==> config.mk <==
export PLATFORM = sky130hd
export DESIGN_NAME = mac_shared_scheduler
export DESIGN_NICKNAME = d
export VERILOG_FILES = /design/src/rtl/mac_pkg.sv /design/src/rtl/rr_arbiter2.sv /design/src/rtl/mac_shared_scheduler.sv
export SDC_FILE = /design/constraint.sdc
export NUM_CORES = 1
export LEC_CHECK = 0
export ABC_AREA = 1
export CORE_UTILIZATION = 30
export CTS_BUF_LIST = sky130_fd_sc_hd__clkbuf_4
export DETAILED_ROUTE_END_ITERATION = 8
export GPL_ROUTABILITY_DRIVEN = 1
export PLACE_DENSITY = 0.65
export SLEW_MARGIN = 20
export SYNTH_ARGS = -nofsm -noshare
export SYNTH_HDL_FRONTEND = slang
export SYNTH_SLANG_ARGS = --single-unit
==> constraint.sdc <==
create_clock -name clk -period 8.81 [get_ports clk]
set_clock_uncertainty 0.05 [all_clocks]
set_input_delay 1.762 -clock clk [delete_from_list [all_inputs] [get_ports clk]]
set_output_delay 1.762 -clock clk [all_outputs]
set_load 0.02 [all_outputs]
==> src/rtl/mac_pkg.sv <==
// Shared types and widths for the two-port MAC sequencing controller.
package mac_pkg;

  localparam int DATA_W = 8;
  localparam int ACC_W  = 25;
  localparam int MUL1_W = 17;

  localparam logic RES_SRC_TRI = 1'b0;
  localparam logic RES_SRC_SOP = 1'b1;

  typedef enum logic [3:0] {
    IDLE,
    T_P1,
    T_W1,
    T_P2,
    T_W2,
    S_TERM,
    S_ISSUE,
    S_WAIT,
    OUT
  } state_t;

endpackage

==> src/rtl/rr_arbiter2.sv <==
// Two-way round-robin grant, combinational from the requests; rr_last moves on every grant.
// Reset leaves rr_last at 1, so port 0 wins the first contention.
module rr_arbiter2 (
  input  logic clk,
  input  logic reset,
  input  logic en,
  input  logic req0,
  input  logic req1,
  output logic grant0,
  output logic grant1
);

  logic rr_last;

  assign grant0 = en & req0 & (~req1 | rr_last);
  assign grant1 = en & req1 & (~req0 | ~rr_last);

  always_ff @(posedge clk or posedge reset) begin
    if (reset) begin
      rr_last <= 1'b1;
    end else if (grant0 | grant1) begin
      rr_last <= grant1;
    end
  end

endmodule

==> src/rtl/mac_shared_scheduler.sv <==
// Shares one external MAC between trinomial jobs (port 0) and sum-of-products streams (port 1).
// Trinomial result 2L+3 cycles after accept; one MAC op in flight; result held until res_ready.
module mac_shared_scheduler #(
  parameter int DATA_W  = mac_pkg::DATA_W,
  parameter int ACC_W   = mac_pkg::ACC_W,
  parameter int TIMEOUT = 16
) (
  input  logic                clk,
  input  logic                reset,
  input  logic                t_valid,
  output logic                t_ready,
  input  logic [DATA_W-1:0]   t_a,
  input  logic [DATA_W-1:0]   t_b,
  input  logic [DATA_W-1:0]   t_c,
  input  logic [DATA_W-1:0]   t_x,
  input  logic                s_valid,
  output logic                s_ready,
  input  logic [DATA_W-1:0]   s_a,
  input  logic [DATA_W-1:0]   s_x,
  input  logic                s_last,
  output logic                mac_op_valid,
  output logic [16:0]         mac_mul_1,
  output logic [DATA_W-1:0]   mac_mul_2,
  output logic [ACC_W-1:0]    mac_add,
  input  logic                mac_res_valid,
  input  logic [ACC_W-1:0]    mac_res,
  output logic                res_valid,
  input  logic                res_ready,
  output logic [ACC_W-1:0]    res_data,
  output logic                res_src,
  output logic                res_err
);

  import mac_pkg::*;

  localparam int CNT_W = $clog2(TIMEOUT + 1);

  state_t state, next_state;

  logic              grant0, grant1;
  logic [DATA_W-1:0] a_q, b_q, c_q, x_q;
  logic              last_q;
  logic [16:0]       p1_q;
  logic [ACC_W-1:0]  acc_q, res_q;
  logic              src_q, err_q;
  logic [CNT_W-1:0]  idle_cnt;
  logic              timeout_hit;

  logic [16:0]       a_ext17;
  logic [ACC_W-1:0]  b_ext, c_ext;

  assign a_ext17 = {{(17 - DATA_W){a_q[DATA_W-1]}}, a_q};
  assign b_ext   = {{(ACC_W - DATA_W){b_q[DATA_W-1]}}, b_q};
  assign c_ext   = {{(ACC_W - DATA_W){c_q[DATA_W-1]}}, c_q};

  assign timeout_hit = (state == S_TERM) && !s_valid && (idle_cnt == CNT_W'(TIMEOUT - 1));

  rr_arbiter2 u_arb (
    .clk    (clk),
    .reset  (reset),
    .en     (state == IDLE),
    .req0   (t_valid),
    .req1   (s_valid),
    .grant0 (grant0),
    .grant1 (grant1)
  );

  always_ff @(posedge clk or posedge reset) begin
    if (reset) begin
      state <= IDLE;
    end else begin
      state <= next_state;
    end
  end

  always_comb begin
    next_state = state;
    case (state)
      IDLE: begin
        if (grant0) begin
          next_state = T_P1;
        end else if (grant1) begin
          next_state = S_ISSUE;
        end
      end
      T_P1:    next_state = T_W1;
      T_W1:    if (mac_res_valid) next_state = T_P2;
      T_P2:    next_state = T_W2;
      T_W2:    if (mac_res_valid) next_state = OUT;
      S_ISSUE: next_state = S_WAIT;
      S_WAIT: begin
        if (mac_res_valid) begin
          next_state = last_q ? OUT : S_TERM;
        end
      end
      S_TERM: begin
        if (s_valid) begin
          next_state = S_ISSUE;
        end else if (timeout_hit) begin
          next_state = OUT;
        end
      end
      OUT:     if (res_ready) next_state = IDLE;
      default: next_state = IDLE;
    endcase
  end

  always_comb begin
    t_ready      = 1'b0;
    s_ready      = 1'b0;
    mac_op_valid = 1'b0;
    mac_mul_1    = '0;
    mac_mul_2    = '0;
    mac_add      = '0;
    res_valid    = 1'b0;
    res_data     = '0;
    res_src      = 1'b0;
    res_err      = 1'b0;
    case (state)
      IDLE: begin
        t_ready = grant0;
        s_ready = grant1;
      end
      T_P1: begin
        mac_op_valid = 1'b1;
        mac_mul_1    = a_ext17;
        mac_mul_2    = x_q;
        mac_add      = b_ext;
      end
      T_P2: begin
        mac_op_valid = 1'b1;
        mac_mul_1    = p1_q;
        mac_mul_2    = x_q;
        mac_add      = c_ext;
      end
      S_ISSUE: begin
        mac_op_valid = 1'b1;
        mac_mul_1    = a_ext17;
        mac_mul_2    = x_q;
        mac_add      = acc_q;
      end
      S_TERM: s_ready = 1'b1;
      OUT: begin
        res_valid = 1'b1;
        res_data  = res_q;
        res_src   = src_q;
        res_err   = err_q;
      end
      default: ;
    endcase
  end

  // Operand, accumulator and result registers; MAC results outside the wait states are dropped.
  always_ff @(posedge clk or posedge reset) begin
    if (reset) begin
      a_q      <= '0;
      b_q      <= '0;
      c_q      <= '0;
      x_q      <= '0;
      last_q   <= 1'b0;
      p1_q     <= '0;
      acc_q    <= '0;
      res_q    <= '0;
      src_q    <= 1'b0;
      err_q    <= 1'b0;
      idle_cnt <= '0;
    end else begin
      case (state)
        IDLE: begin
          if (grant0) begin
            a_q <= t_a;
            b_q <= t_b;
            c_q <= t_c;
            x_q <= t_x;
          end else if (grant1) begin
            a_q    <= s_a;
            x_q    <= s_x;
            last_q <= s_last;
          end
        end
        T_W1: begin
          if (mac_res_valid) begin
            p1_q <= mac_res[16:0];
          end
        end
        T_W2: begin
          if (mac_res_valid) begin
            res_q <= mac_res;
            src_q <= RES_SRC_TRI;
            err_q <= 1'b0;
          end
        end
        S_WAIT: begin
          idle_cnt <= '0;
          if (mac_res_valid) begin
            acc_q <= mac_res;
            if (last_q) begin
              res_q <= mac_res;
              src_q <= RES_SRC_SOP;
              err_q <= 1'b0;
            end
          end
        end
        S_TERM: begin
          if (s_valid) begin
            a_q      <= s_a;
            x_q      <= s_x;
            last_q   <= s_last;
            idle_cnt <= '0;
          end else begin
            idle_cnt <= idle_cnt + 1'b1;
            if (timeout_hit) begin
              res_q <= acc_q;
              src_q <= RES_SRC_SOP;
              err_q <= 1'b1;
            end
          end
        end
        OUT: begin
          if (res_ready && src_q == RES_SRC_SOP) begin
            acc_q <= '0;
          end
        end
        default: ;
      endcase
    end
  end

endmodule

==> flow_results.org, run 1 <==
** Place
- The placed instances occupy a cell area of 0.00780 mm^2.
- Total of buffers placed on input and output ports :: 160
- HPWL after detailed placement :: 12.2 mm
- The congestion estimate from routability-driven global placement came to 0.811.

** Clocking
- Number of buffers inserted during clock tree synthesis :: 9
- Number of levels in the clock H-tree :: 3
- Once the clock tree was built, the resizer swapped 0 gates to a different size.
- The number of setup buffers added after CTS is 0.
- Hold buffer count at CTS :: 0
- TritonCTS Sinks :: 112
- Buffer levels on the longest clock path :: 2
- Clock root buffer :: sky130_fd_sc_hd__clkbuf_4
- After clock tree synthesis, the clock-pin slew on the worst setup and hold paths is 160 ps.
- TritonCTS built the clock tree.
- The clock reaches the later pin of the worst-skew pair after 460 ps.

** Routing
- In the routed layout, each cell is associated on average with a via count of 4.52.
- Vias after detailed routing :: 5609
- The final layout contains routed wiring with a total length of 17.6 mm.
- DRT antenna net count :: 0
- Drt first pass iters :: 5
- Routed len/inst :: 14.2 um
- After the first detailed-routing iteration, the DRC count stood at 308.
- After detailed routing, the number of remaining DRC violations is 0.

** Layout
- At the end of the flow, the number of nets in the layout was 1054.
- Across the whole layout, storage elements account for 0.00280 mm^2.
- Highest-count cells in the layout ignoring fill and taps :: sky130_fd_sc_hd__nand2_1, sky130_fd_sc_hd__clkdlybuf4s50_1, sky130_fd_sc_hd__dfrtp_1
- The layout has 2129 filler cells.
- Share of post-route cells with drive strength above 1 :: 0.0585
- Layout overhead on the synthesized area :: 31.4%
- The multi-input combinational cells in the finished layout cover a total of 0.00259 mm^2.
- The library cell used most frequently in the layout, excluding fill and tap cells, is sky130_fd_sc_hd__nand2_1.
- Once layout is done, the placed cells without fillers occupy 0.00790 mm^2.

** Timing
- Setup Viol. Count Final :: 0
- Setup repair after global routing missed its margin :: false
- Measured against its own limit, the worst slew margin works out to 0.454.
- Aggregate negative setup slack :: 0 ps
- Worst-case hold slack :: 439 ps
- The final hold violation count is 0.
- Final count of pins violating max slew :: 0
- Portion of the clock cycle consumed by the worst path in the final layout :: 0.617
- Least-Margin Pin Slew :: 817 ps
- After layout, the minimum clock period comes to 5430 ps.
- Peak Freq :: 184 MHz

** Die
- Die X :: 144 um
- The total area inside the core boundary comes to 0.0195 mm^2.
- Starting density of the core :: 0.308
- The die covers 0.0206 mm^2.
- Top Ports :: 161
- Chip Height :: 144 um
- Rows :: 51

** Worst setup path
- Slack of the worst reg-to-reg path :: 6360 ps
- Critical path data required time :: 7000 ps
- Crit. End Element :: output pin
- Worst path top cell family by delay :: buffers and inverters
- In this design, the stage delay of the slowest critical-path cell is 690 ps.
- The number of buffers and inverters on the critical path is 3.
- Worst path slowest cell :: sky130_fd_sc_hd__clkdlybuf4s50_1
- In this run the number of cells on the critical path is 6.
- Worst r2r src :: state[0]$_DFFE_PP0P_
- STA classifies the critical path startpoint as an input port.
- Critical register-to-register path endpoint :: acc_q[2]$_DFFE_PP0P_
- Number of cells on the worst reg-to-reg path :: 8
- Data arrives at the worst endpoint at 3620 ps.
- The critical path in this run is classified as in -> out.
- Of all nets on the critical path, the largest fanout is 43.
- Walking the worst path, the cells encountered are clkdlybuf4s50_1, nand2_1, nand2_1, nor2_4, buf_4, clkdlybuf4s50_1.

** Yosys
- Ranked by total cell area, the synthesized netlist is headed by sky130_fd_sc_hd__dfrtp_1, sky130_fd_sc_hd__nand2_1, sky130_fd_sc_hd__inv_1, sky130_fd_sc_hd__o21ai_0, sky130_fd_sc_hd__nor2_1.
- For this run, the register share of the synthesized area comes to 0.467.
- Average cell area after synthesis :: 7.21 um^2
- Synthesis produced a netlist with a net count of 915.
- Synth unique cells :: 33
- Library cell with the largest summed area after synthesis :: sky130_fd_sc_hd__dfrtp_1
- Netlist Area Pre-Place :: 0.00601 mm^2
- Counting every instance in the synthesized netlist gives 833.
- Counting flops with a built-in enable in the synthesized netlist gives 0.
- Number of warning messages in the yosys log :: 0
- Prevailing post-synth register cell :: sky130_fd_sc_hd__dfrtp_1
- For this run, asynchronously set or reset flops after synthesis account for 1.00.
- Counting flops and latches in the post-synthesis netlist gives 112.
- Top cell type's share of synthesized area :: 0.462

** Power
- For this design the ratio of total power to cell area is 290 mW/mm^2.
- The design draws 2.29 mW.
- Worst vdd ir :: 0.129 mV
- Static leakage power :: 3.91 nW

** Global route
- Remaining global-route overflow :: 0
- The first global-routing pass estimated 28.5 mm of wire.
- Initial antenna violation count :: 1
- The via count of the first global-routing pass is 5465.
- For this run, the total global-route usage over all layers was measured as 0.179.
- Largest net degree at the start of global routing :: 62

** Worst hold path
- In this run the most critical hold path is launched from res_q[19]$_DFFE_PP0P_.
- The worst hold path terminates at res_q[19]$_DFFE_PP0P_.
- HP Class :: reg -> reg
- Worst hold path depth :: 2

** Job
- Max Cap Violations :: 0

** Outcome
- The run finished with clean final reports.
-- worst min-delay path, cell delays in order (launching register included) --
cell	delay (ps)
sky130_fd_sc_hd__dfrtp_1	380
sky130_fd_sc_hd__nand2_1	50
sky130_fd_sc_hd__nand2_1	40
-- how the worst max path moves through the flow --
stage / slack [ps] / start / endpoint
floorplan: 4040 / reset / a_q[0]$_DFFE_PP0P_
global placement: 3410 / s_valid / t_ready
detailed placement: 3380 / s_valid / t_ready
CTS: 3370 / s_valid / t_ready
global route: 3250 / s_valid / t_ready
finish: 3380 / s_valid / t_ready
-- registers in the layout, summed over array words and instances (netlist names) --
register	flops
a_q	8
acc_q	25
b_q	8
c_q	8
err_q	1
idle_cnt	5
last_q	1
p1_q	17
res_q	25
src_q	1
state	4
u_arb.rr_last	1
x_q	8
-- per-stage QoR --
step,setup WS (ps),util,std cells
6_report,3380,0.404,1240
5_1_grt,3250,0.404,1240
4_1_cts,3370,0.404,1239
3_5_place_dp,3380,0.400,1226
3_3_place_gp,3410,0.400,1226
2_1_floorplan,4040,-,833
-- cell usage after synthesis (2+ instances only) --
master and count:
sky130_fd_sc_hd__a21oi_1 16, sky130_fd_sc_hd__buf_1 3, sky130_fd_sc_hd__buf_2 15, sky130_fd_sc_hd__buf_4 3
sky130_fd_sc_hd__buf_6 3, sky130_fd_sc_hd__clkbuf_1 16, sky130_fd_sc_hd__dfrtp_1 111, sky130_fd_sc_hd__ha_1 2
sky130_fd_sc_hd__inv_1 99, sky130_fd_sc_hd__inv_2 11, sky130_fd_sc_hd__nand2_1 315, sky130_fd_sc_hd__nand2_2 6
sky130_fd_sc_hd__nand3_1 39, sky130_fd_sc_hd__nand3b_1 2, sky130_fd_sc_hd__nand4_1 26, sky130_fd_sc_hd__nor2_1 63
sky130_fd_sc_hd__nor2_2 3, sky130_fd_sc_hd__nor2_4 6, sky130_fd_sc_hd__o21ai_0 62, sky130_fd_sc_hd__o21ai_1 11
sky130_fd_sc_hd__o21ai_2 2, sky130_fd_sc_hd__o221ai_1 7, sky130_fd_sc_hd__o22ai_1 2
-- report_power, final --
part | switching (mW) | internal [mW] | leakage, nW | total (mW)
logic | 0.750 | 0.444 | 2.46 | 1.19
registers | 0.124 | 0.752 | 1.39 | 0.875
clock network | 0.164 | 0.0596 | 0.0584 | 0.224
-- final cells by class --
type	count	share of cell area
Sequential cell	112	0.355
Multi-Input combinational cell	571	0.328
Timing Repair Buffer	168	0.210
Inverter	110	0.0526
Tap cell	265	0.0420
Clock buffer	11	0.0105
Clock inverter	2	0.00127
Antenna cell	1	0.000317
-- metal layers --
| metal | wire, um | track usage | share of wire |
|---|---|---|---|
| met5 | 0 | 0 | 0 |
| met4 | 285 | 0.0599 | 0.016 |
| met3 | 1110 | 0.0393 | 0.063 |
| met2 | 7940 | 0.280 | 0.45 |
| met1 | 8250 | 0.245 | 0.47 |
-- cell families after synthesis --
group                    share of synthesized area
flip-flops                                   0.467
multiplexers                               0.00187
XOR/XNOR                                   0.00292
AND/OR/NAND/NOR                              0.329
adder cells (fa/ha/maj)                    0.00416
AO/OA/AOI/OAI                               0.0933
buffers and inverters                        0.102
No activity file was read; power rests on OpenSTA's default activity.
==> run 2: changes to the inputs <==
--- a/config.mk
+++ b/config.mk
@@ -10,7 +10,7 @@
 export CTS_BUF_LIST = sky130_fd_sc_hd__clkbuf_4
 export DETAILED_ROUTE_END_ITERATION = 8
 export GPL_ROUTABILITY_DRIVEN = 1
-export PLACE_DENSITY = 0.65
+export PLACE_DENSITY = 0.67
 export SLEW_MARGIN = 20
 export SYNTH_ARGS = -nofsm -noshare
 export SYNTH_HDL_FRONTEND = slang
==> constraint.sdc (replaced) <==
create_clock -name clk -period 4.4 [get_ports clk]
set_clock_uncertainty 0.05 [all_clocks]
set_input_delay 0.88 -clock clk [delete_from_list [all_inputs] [get_ports clk]]
set_output_delay 0.88 -clock clk [all_outputs]
set_load 0.02 [all_outputs]
==> flow_results.org, run 2 (synthesis results as in run 1) <==
** Power
- In this run the static leakage power is 3.93 nW.
- Summed over all nets, the switching power comes to 2.14 mW.
- Internal power of the cells :: 2.57 mW
- VDD sags by at most 0.198 mV.
- The share of total power dissipated in combinational logic is 0.513.
- Dividing total power by cell area gives a power density of 592 mW/mm^2.
- Of the total power, registers draw 0.373.
- Proportion of total power due to net switching :: 0.455
- The share of total power dissipated in the clock network is 0.114.

** Timing
- After routing, the total negative slack on setup checks comes to 0 ps.
- At the pin with the least slew margin, the transition time is 728 ps.
- Max-slew headroom :: 0.513
- Setup violations remaining at the end of the flow were counted as 0.
- The tightest hold path in the finished design has a slack of 443 ps.
- Subtracting the final worst setup slack from the clock period gives 4120 ps.
- Derived from the worst setup path, the maximum achievable clock frequency is 243 MHz.
- Portion of the clock cycle consumed by the worst path in the final layout :: 0.937
- The final hold violation count was 0.
- The max-slew violation count was 0.
- Setup repair after global routing left no endpoint under its margin.

** Clocking
- CTS resizes :: 0
- Buffer levels on the longest clock path :: 2
- TritonCTS built the clock tree.
- At the later pin of the worst-skew pair, clock insertion delay measures 490 ps.
- Post-CTS clock slew at the launch and capture registers of the worst setup and hold paths :: 170 ps
- In this run the number of H-tree levels came out at 3.
- In this run the post-CTS setup repair buffer count came out at 0.
- Clock root buffer :: sky130_fd_sc_hd__clkbuf_4
- Hold buffer count at CTS :: 0
- Counting the buffers created by CTS gives 9.
- TritonCTS Sinks :: 112

** Outcome
- Run status :: completed

** Layout
- Count of nets after finishing :: 1054
- From synthesis to final layout, the design area changed by 32.4%.
- Highest-count cells in the layout ignoring fill and taps :: sky130_fd_sc_hd__nand2_1, sky130_fd_sc_hd__clkdlybuf4s50_1, sky130_fd_sc_hd__dfrtp_1
- Leading registers by flop count :: acc_q (25), res_q (25), p1_q (17)
- Post-layout util :: 0.408
- Once layout is done, the placed cells without fillers occupy 0.00796 mm^2.
- Share of post-route cells with drive strength above 1 :: 0.0614
- Leaving out fill and tap cells, the most frequent cell in the layout is sky130_fd_sc_hd__nand2_1.

** Global route
- The number of antenna violations at the first check in global routing came to 1.
- Remaining global-route overflow :: 0
- Across every metal layer, demand over resource in global routing totals 0.177.
- Largest net degree at the start of global routing :: 52
- The first global-routing pass estimated 27.9 mm of wire.
- The via count of the first global-routing pass is 5173.

** Routing
- In the final routed layout, each cell accounts on average for 14.2 um.
- Using the TritonRoute via totals, the vias-per-cell ratio works out to 4.54.
- The final layout contains routed wiring with a total length of 17.6 mm.
- The first detailed-routing pass ran for 5 iterations.
- DRT antenna net count :: 0
- Vias after detailed routing :: 5643
- Iteration-0 DRC count of the detailed router :: 323
- Remaining routing DRC violations :: 0

** Job
- Max-cap violations in this run came to 0.

** Die
- In this run the core area contains 51 standard-cell rows.
- The core region is 0.0195 mm^2.
- In this run the count of I/O pins placed on the die edge is 161.
- Full die area :: 0.0206 mm^2
- Chip Height :: 144 um
- Die X :: 144 um
- Starting density of the core :: 0.308

** Worst setup path
- Critical path buffers and inverters :: 2
- Crit. End Element :: output pin
- For this design, the slowest cell found on the critical path is sky130_fd_sc_hd__clkdlybuf4s50_1.
- Crit path DAT :: 3190 ps
- On the critical path the largest part of the delay comes from simple AND/OR/NAND/NOR gates.
- Largest stage delay, worst path :: 680 ps
- For flop-to-flop paths, the worst setup slack is 2140 ps.
- The worst setup path is launched from a flop.
- Type of the worst setup path :: reg -> out
- Sequence of cells on the critical path :: inv_2, nor2_2, nand2_1, o21ai_2, nand2_1, o21ai_0, clkdlybuf4s50_1
- Critical path data required time :: 3470 ps
- Most numerous cell on the critical path :: sky130_fd_sc_hd__nand2_1
- Maximum fanout count along the critical path :: 14

** Place
- Final GP Congestion :: 0.899
- The count of buffers added on input and output ports is 160.
- Cell area after placement :: 0.00780 mm^2
- HPWL after detailed placement :: 12.7 mm

** Worst hold path
- HP Class :: reg -> reg
==> run 2: cell count changes in the layout (fill, tap and decap cells not counted), sizes merged <==
cell and change:
clkinv +3, clkbuf -2, bufinv +1, clkinvlp +1
==> run 2: worst paths after layout <==
| path | end | depth (start not counted) | from |
|---|---|---|---|
| max | mac_mul_1[15] | 7 | state[1]$_DFFE_PP0P_ |
| min | acc_q[7]$_DFFE_PP0P_ | 2 | acc_q[7]$_DFFE_PP0P_ |
| max reg2reg | acc_q[5]$_DFFE_PP0P_ | 6 | state[0]$_DFFE_PP0P_ |
| min reg2reg | acc_q[7]$_DFFE_PP0P_ | 2 | acc_q[7]$_DFFE_PP0P_ |
| max in group asynchronous | p1_q[5]$_DFFE_PP0P_ | 3 | reset |
| min in group asynchronous | idle_cnt[3]$_DFFE_PP0N_ | 2 | reset |
==> run 2: power groups by stage <==
| stage | Sequential, mW | Combinational (mW) | Clock, mW |
|---|---|---|---|
| 3_3_place_gp | 1.76 | 2.40 | 0 |
| 3_5_place_dp | 1.78 | 2.44 | 0 |
| 6_report | 1.76 | 2.42 | 0.538 |
| 4_1_cts | 1.76 | 2.45 | 0.562 |
| 5_1_grt | 1.81 | 2.72 | 0.599 |
| 2_1_floorplan | 1.72 | 1.62 | 0 |
==> run 2: cell type report <==
cell class / count / area (um^2)
Fill cell: 2067 / 11600
Sequential cell: 112 / 2800
Multi-Input combinational cell: 571 / 2600
Timing Repair Buffer: 168 / 1660
Inverter: 110 / 415
Tap cell: 265 / 332
Clock inverter: 7 / 72.6
Clock buffer: 9 / 67.6
Antenna cell: 1 / 2.50
==> run 2: metal layers <==
metal | GRT usage | wire (um)
met5 | 0 | 0
met4 | 0.0605 | 287
met3 | 0.0390 | 1130
met2 | 0.271 | 7910
met1 | 0.246 | 8280
==> run 2: metrics by stage <==
stage                     worst slack, ps  std cells  power, mW
after detailed placement              912       1226       4.22
after global placement               1000       1226       4.17
after CTS                             300       1242       4.76
after floorplan                       513        833       3.34
after global routing                 77.1       1243       5.13
final                                 279       1243       4.71
==> run 2: worst reg2reg max path: cells and delay by family, from the launching register on <==
kind	cells	cell delay [ps]
AOI/OAI and AO/OA	1	590
DFF	1	570
and+or+nand+nor	5	1010
==> run 3: changes to the inputs <==
--- a/config.mk
+++ b/config.mk
@@ -14,4 +14,5 @@
 export SLEW_MARGIN = 20
 export SYNTH_ARGS = -nofsm -noshare
 export SYNTH_HDL_FRONTEND = slang
+export SYNTH_HIERARCHICAL = 1
 export SYNTH_SLANG_ARGS = --single-unit
==> flow_results.org, run 3 <==
** Worst setup path
- Largest stage delay, worst path :: 630 ps
- Data on the critical path arrives at its endpoint at 3030 ps.
- Critical path data required time :: 3470 ps
- Worst r2r src :: state[3]$_DFFE_PP0P_
- Critical path buffers and inverters :: 2
- Instance count on the critical path :: 6
- In this run the worst path has a maximum fanout of 18.
- Worst path top cell family by delay :: buffers and inverters
- The number of cells on the worst reg-to-reg path is 13.
- The worst setup path is launched from a flop.
- Sequence of cells on the critical path :: nor2_2, nand2_1, o22ai_1, inv_1, o21ai_0, clkdlybuf4s50_1
- Worst path slowest cell :: sky130_fd_sc_hd__clkdlybuf4s50_1
- The endpoint identified for the worst register-to-register timing path is x_q[4]$_DFFE_PP0P_.
- Type of the worst setup path :: reg -> out
- The worst register-to-register path has a setup slack of 1760 ps.
- The worst setup path is captured at an output pin.

** Timing
- Least-Margin Pin Slew :: 690 ps
- Shortest period the worst path allows :: 3960 ps
- Aggregate negative setup slack :: 0 ps
- Setup Viol. Count Final :: 0
- Portion of the clock cycle consumed by the worst path in the final layout :: 0.901
- Across all setup checks in the final design, the least slack found is 437 ps.
- Final count of hold timing violations :: 0
- Based on the critical path, the design can be clocked at up to 252 MHz.
- Setup repair after global routing missed its margin :: false
- Max-slew headroom :: 0.540
- The max-slew violation count was 0.

** Yosys
- By area the synthesized netlist is led by sky130_fd_sc_hd__dfrtp_1, sky130_fd_sc_hd__nand2_1, sky130_fd_sc_hd__nand3_1, sky130_fd_sc_hd__inv_1, sky130_fd_sc_hd__o21ai_0.
- The cell area that synthesis handed to floorplanning was 0.00616 mm^2.
- Of all flip-flops after synthesis, the portion carrying an async set or reset was 1.00.
- Yosys mapped a number of flops with a built-in enable equal to 0.
- Prevailing post-synth register cell :: sky130_fd_sc_hd__dfrtp_1
- Number of warning messages in the yosys log :: 6
- Of all cell types, the one taking the most synthesized area is sky130_fd_sc_hd__dfrtp_1.
- Of the post-synthesis cell area, the dominant cell type holds 0.451.
- Cell with the most instances after synthesis :: sky130_fd_sc_hd__nand2_1
- Average cell area after synthesis :: 7.35 um^2
- Counting every instance in the synthesized netlist gives 837.
- Ranked by instance count, the synthesized netlist is headed by sky130_fd_sc_hd__nand2_1, sky130_fd_sc_hd__nand3_1, sky130_fd_sc_hd__dfrtp_1.
- The number of nets handed over by synthesis was 919.
- Post-synthesis sequential area ratio :: 0.455
- Yosys mapped the design onto 32 distinct sky130hd cell types.
- After synthesis the netlist holds a flip-flop and latch count of 112.

** Global route
- Global routing usage on met2 :: 0.299
- Grt met3 use :: 0.0355
- The number of antenna violations at the first check in global routing is 2.
- Combined global-route utilization of all metal layers :: 0.179
- The first global-routing pass estimated 30.1 mm of wire.
- Via count of the first global-routing pass :: 5644
- Entering global routing, the biggest net connects 63 pins.
- After global routing, the most crowded layer is met2.
- Met1 Usage GRT :: 0.235
- Global routing finished with a remaining overflow of 0.

** Clocking
- Buffers added to address setup during post-CTS repair amount to 0.
- TritonCTS Sinks :: 112
- No sink is reached through more buffers than the 2 on the longest clock path.
- In this run, post-CTS repair resized a total of 0 instances.
- The H-tree was split into 3 levels.
- Clock-pin slew was measured on the worst setup and hold paths at 160 ps.
- For this design, the CTS-stage hold fixing added 0 buffers.
- Later-pin clock latency in the skew report :: 480 ps
- In this run, CTS created clock tree buffers numbering 9.
- CTS placed an instance of sky130_fd_sc_hd__clkbuf_4 at the clock tree root.
- TritonCTS built the clock tree.

** Power
- The share of total power dissipated in sequential elements is 0.393.
- Proportion of total power due to net switching :: 0.446
- The design draws 4.45 mW.
- Dividing total power by cell area gives a power density of 554 mW/mm^2.
- Worst vdd ir :: 0.225 mV
- The share of total power dissipated in combinational logic is 0.501.
- The analysis attributes to cell leakage a power of 4.06 nW.
- Internal power of the cells :: 2.47 mW
- Of the total power, the clock network draws 0.106.
- Net switching power :: 1.98 mW

** Routing
- Routed len/inst :: 14.7 um
- Iteration-0 DRC count of the detailed router :: 391
- Remaining routing DRC violations :: 0
- WL final :: 18.4 mm
- Using the TritonRoute via totals, the vias-per-cell ratio works out to 4.64.
- Vias after detailed routing :: 5793
- Once detail routing completed, the nets flagged for antenna violations numbered 0.
- For this run, the detailed router's first-pass iteration total came to 5.

** Layout
- The finished cells cover 0.00804 mm^2.
- Layout overhead on the synthesized area :: 30.5%
- The largest registers in the layout are acc_q (25), res_q (25), p1_q (17).
- In the final layout, the share of cells above drive strength 1 is 0.0654.
- Count of nets after finishing :: 1055
- Post-layout util :: 0.398
- Leaving out fill and tap cells, the most frequent cells in the layout are sky130_fd_sc_hd__nand2_1, sky130_fd_sc_hd__clkdlybuf4s50_1, sky130_fd_sc_hd__nand3_1.
- Most common cell after layout, fill and taps aside :: sky130_fd_sc_hd__nand2_1

** Die
- Rows :: 52
- From bottom edge to top edge, the die measures 145 um.
- Full die area :: 0.0211 mm^2
- The die is 145 um wide.
- Starting density of the core :: 0.305
- Pin placement for this block handled 161 I/O pins.
- The floorplan step defined a core boundary enclosing 0.0202 mm^2.

** Outcome
- The flow ran to the end, and the final reports show no timing, DRC or antenna violations.

** Place
- OpenSTA, run right after detailed placement, puts the worst setup slack at 907 ps.
- HPWL after detailed placement :: 13.0 mm
- During placement, the flow inserted port buffers numbering 160.
- Cell area after placement :: 0.00792 mm^2
- The congestion estimate from routability-driven global placement came to 0.836.

** Worst hold path
- Hold_sp :: res_q[8]$_DFFE_PP0P_
- Worst hold path depth :: 2
- The path with the worst hold slack has its endpoint at res_q[8]$_DFFE_PP0P_.
- HP Class :: reg -> reg

** Job
- Max Cap Violations :: 0
==> run 3: layout make-up <==
| cell class | count | area [um^2] |
|---|---|---|
| antenna | 1 | 2.50 |
| clock buffer | 12 | 90.1 |
| clock inverter | 4 | 21.3 |
| fill | 2097 | 12100 |
| inverter | 109 | 414 |
| multi-input combinational | 573 | 2690 |
| sequential | 112 | 2800 |
| tap | 270 | 338 |
| timing repair buffer | 168 | 1670 |
==> run 3: worst max-delay path by stage <==
stage | start | end | slack (ps)
global placement | s_valid | s_ready | 940
finish | state[3]$_DFFE_PP0P_ | mac_add[10] | 440
global route | state[2]$_DFFE_PP0P_ | mac_add[10] | 240
detailed placement | s_valid | s_ready | 910
CTS | state[1]$_DFFE_PP0P_ | mac_add[10] | 380
floorplan | reset | a_q[0]$_DFFE_PP0P_ | 540
==> run 3: cell families after synthesis <==
family	Yosys count	synth area share
buf+inv	152	0.109
flops	112	0.455
mux	5	0.0122
fa+ha+maj	2	0.00406
compound gates	92	0.0803
simple gates	472	0.336
xor+xnor	2	0.00285
==> run 3: power by group through the flow <==
stage	combinational [mW]	clock (mW)	sequential, mW
after floorplan	1.55	0	1.70
after global placement	2.22	0	1.75
after detailed placement	2.25	0	1.77
after CTS	2.26	0.491	1.75
after global routing	2.52	0.530	1.80
final	2.23	0.473	1.75
==> run 3: stage by stage <==
stage | instances | hold slack [ps]
floorplan | 837 | 392
global placement | 1232 | 405
detailed placement | 1232 | 409
CTS | 1248 | 443
global route | 1249 | 462
finish | 1249 | 442
==> run 3: worst reg2reg max path, stage by stage (launching register included) <==
cell	delay (ps)
sky130_fd_sc_hd__dfrtp_1	480
sky130_fd_sc_hd__nor2_2	260
sky130_fd_sc_hd__nand2_1	160
sky130_fd_sc_hd__inv_1	110
sky130_fd_sc_hd__nand2_1	80
sky130_fd_sc_hd__a21oi_2	140
sky130_fd_sc_hd__buf_4	270
sky130_fd_sc_hd__inv_1	90
sky130_fd_sc_hd__nand2_1	60
sky130_fd_sc_hd__nor2_1	50
sky130_fd_sc_hd__inv_2	290
sky130_fd_sc_hd__nand2_2	290
sky130_fd_sc_hd__nand2_1	140
sky130_fd_sc_hd__nand2_1	60
==> run 3: metal layers <==
metal	wire [um]	share of wire
met1	8420	0.46
met2	8860	0.48
met3	813	0.044
met4	288	0.016
met5	11	0.00060
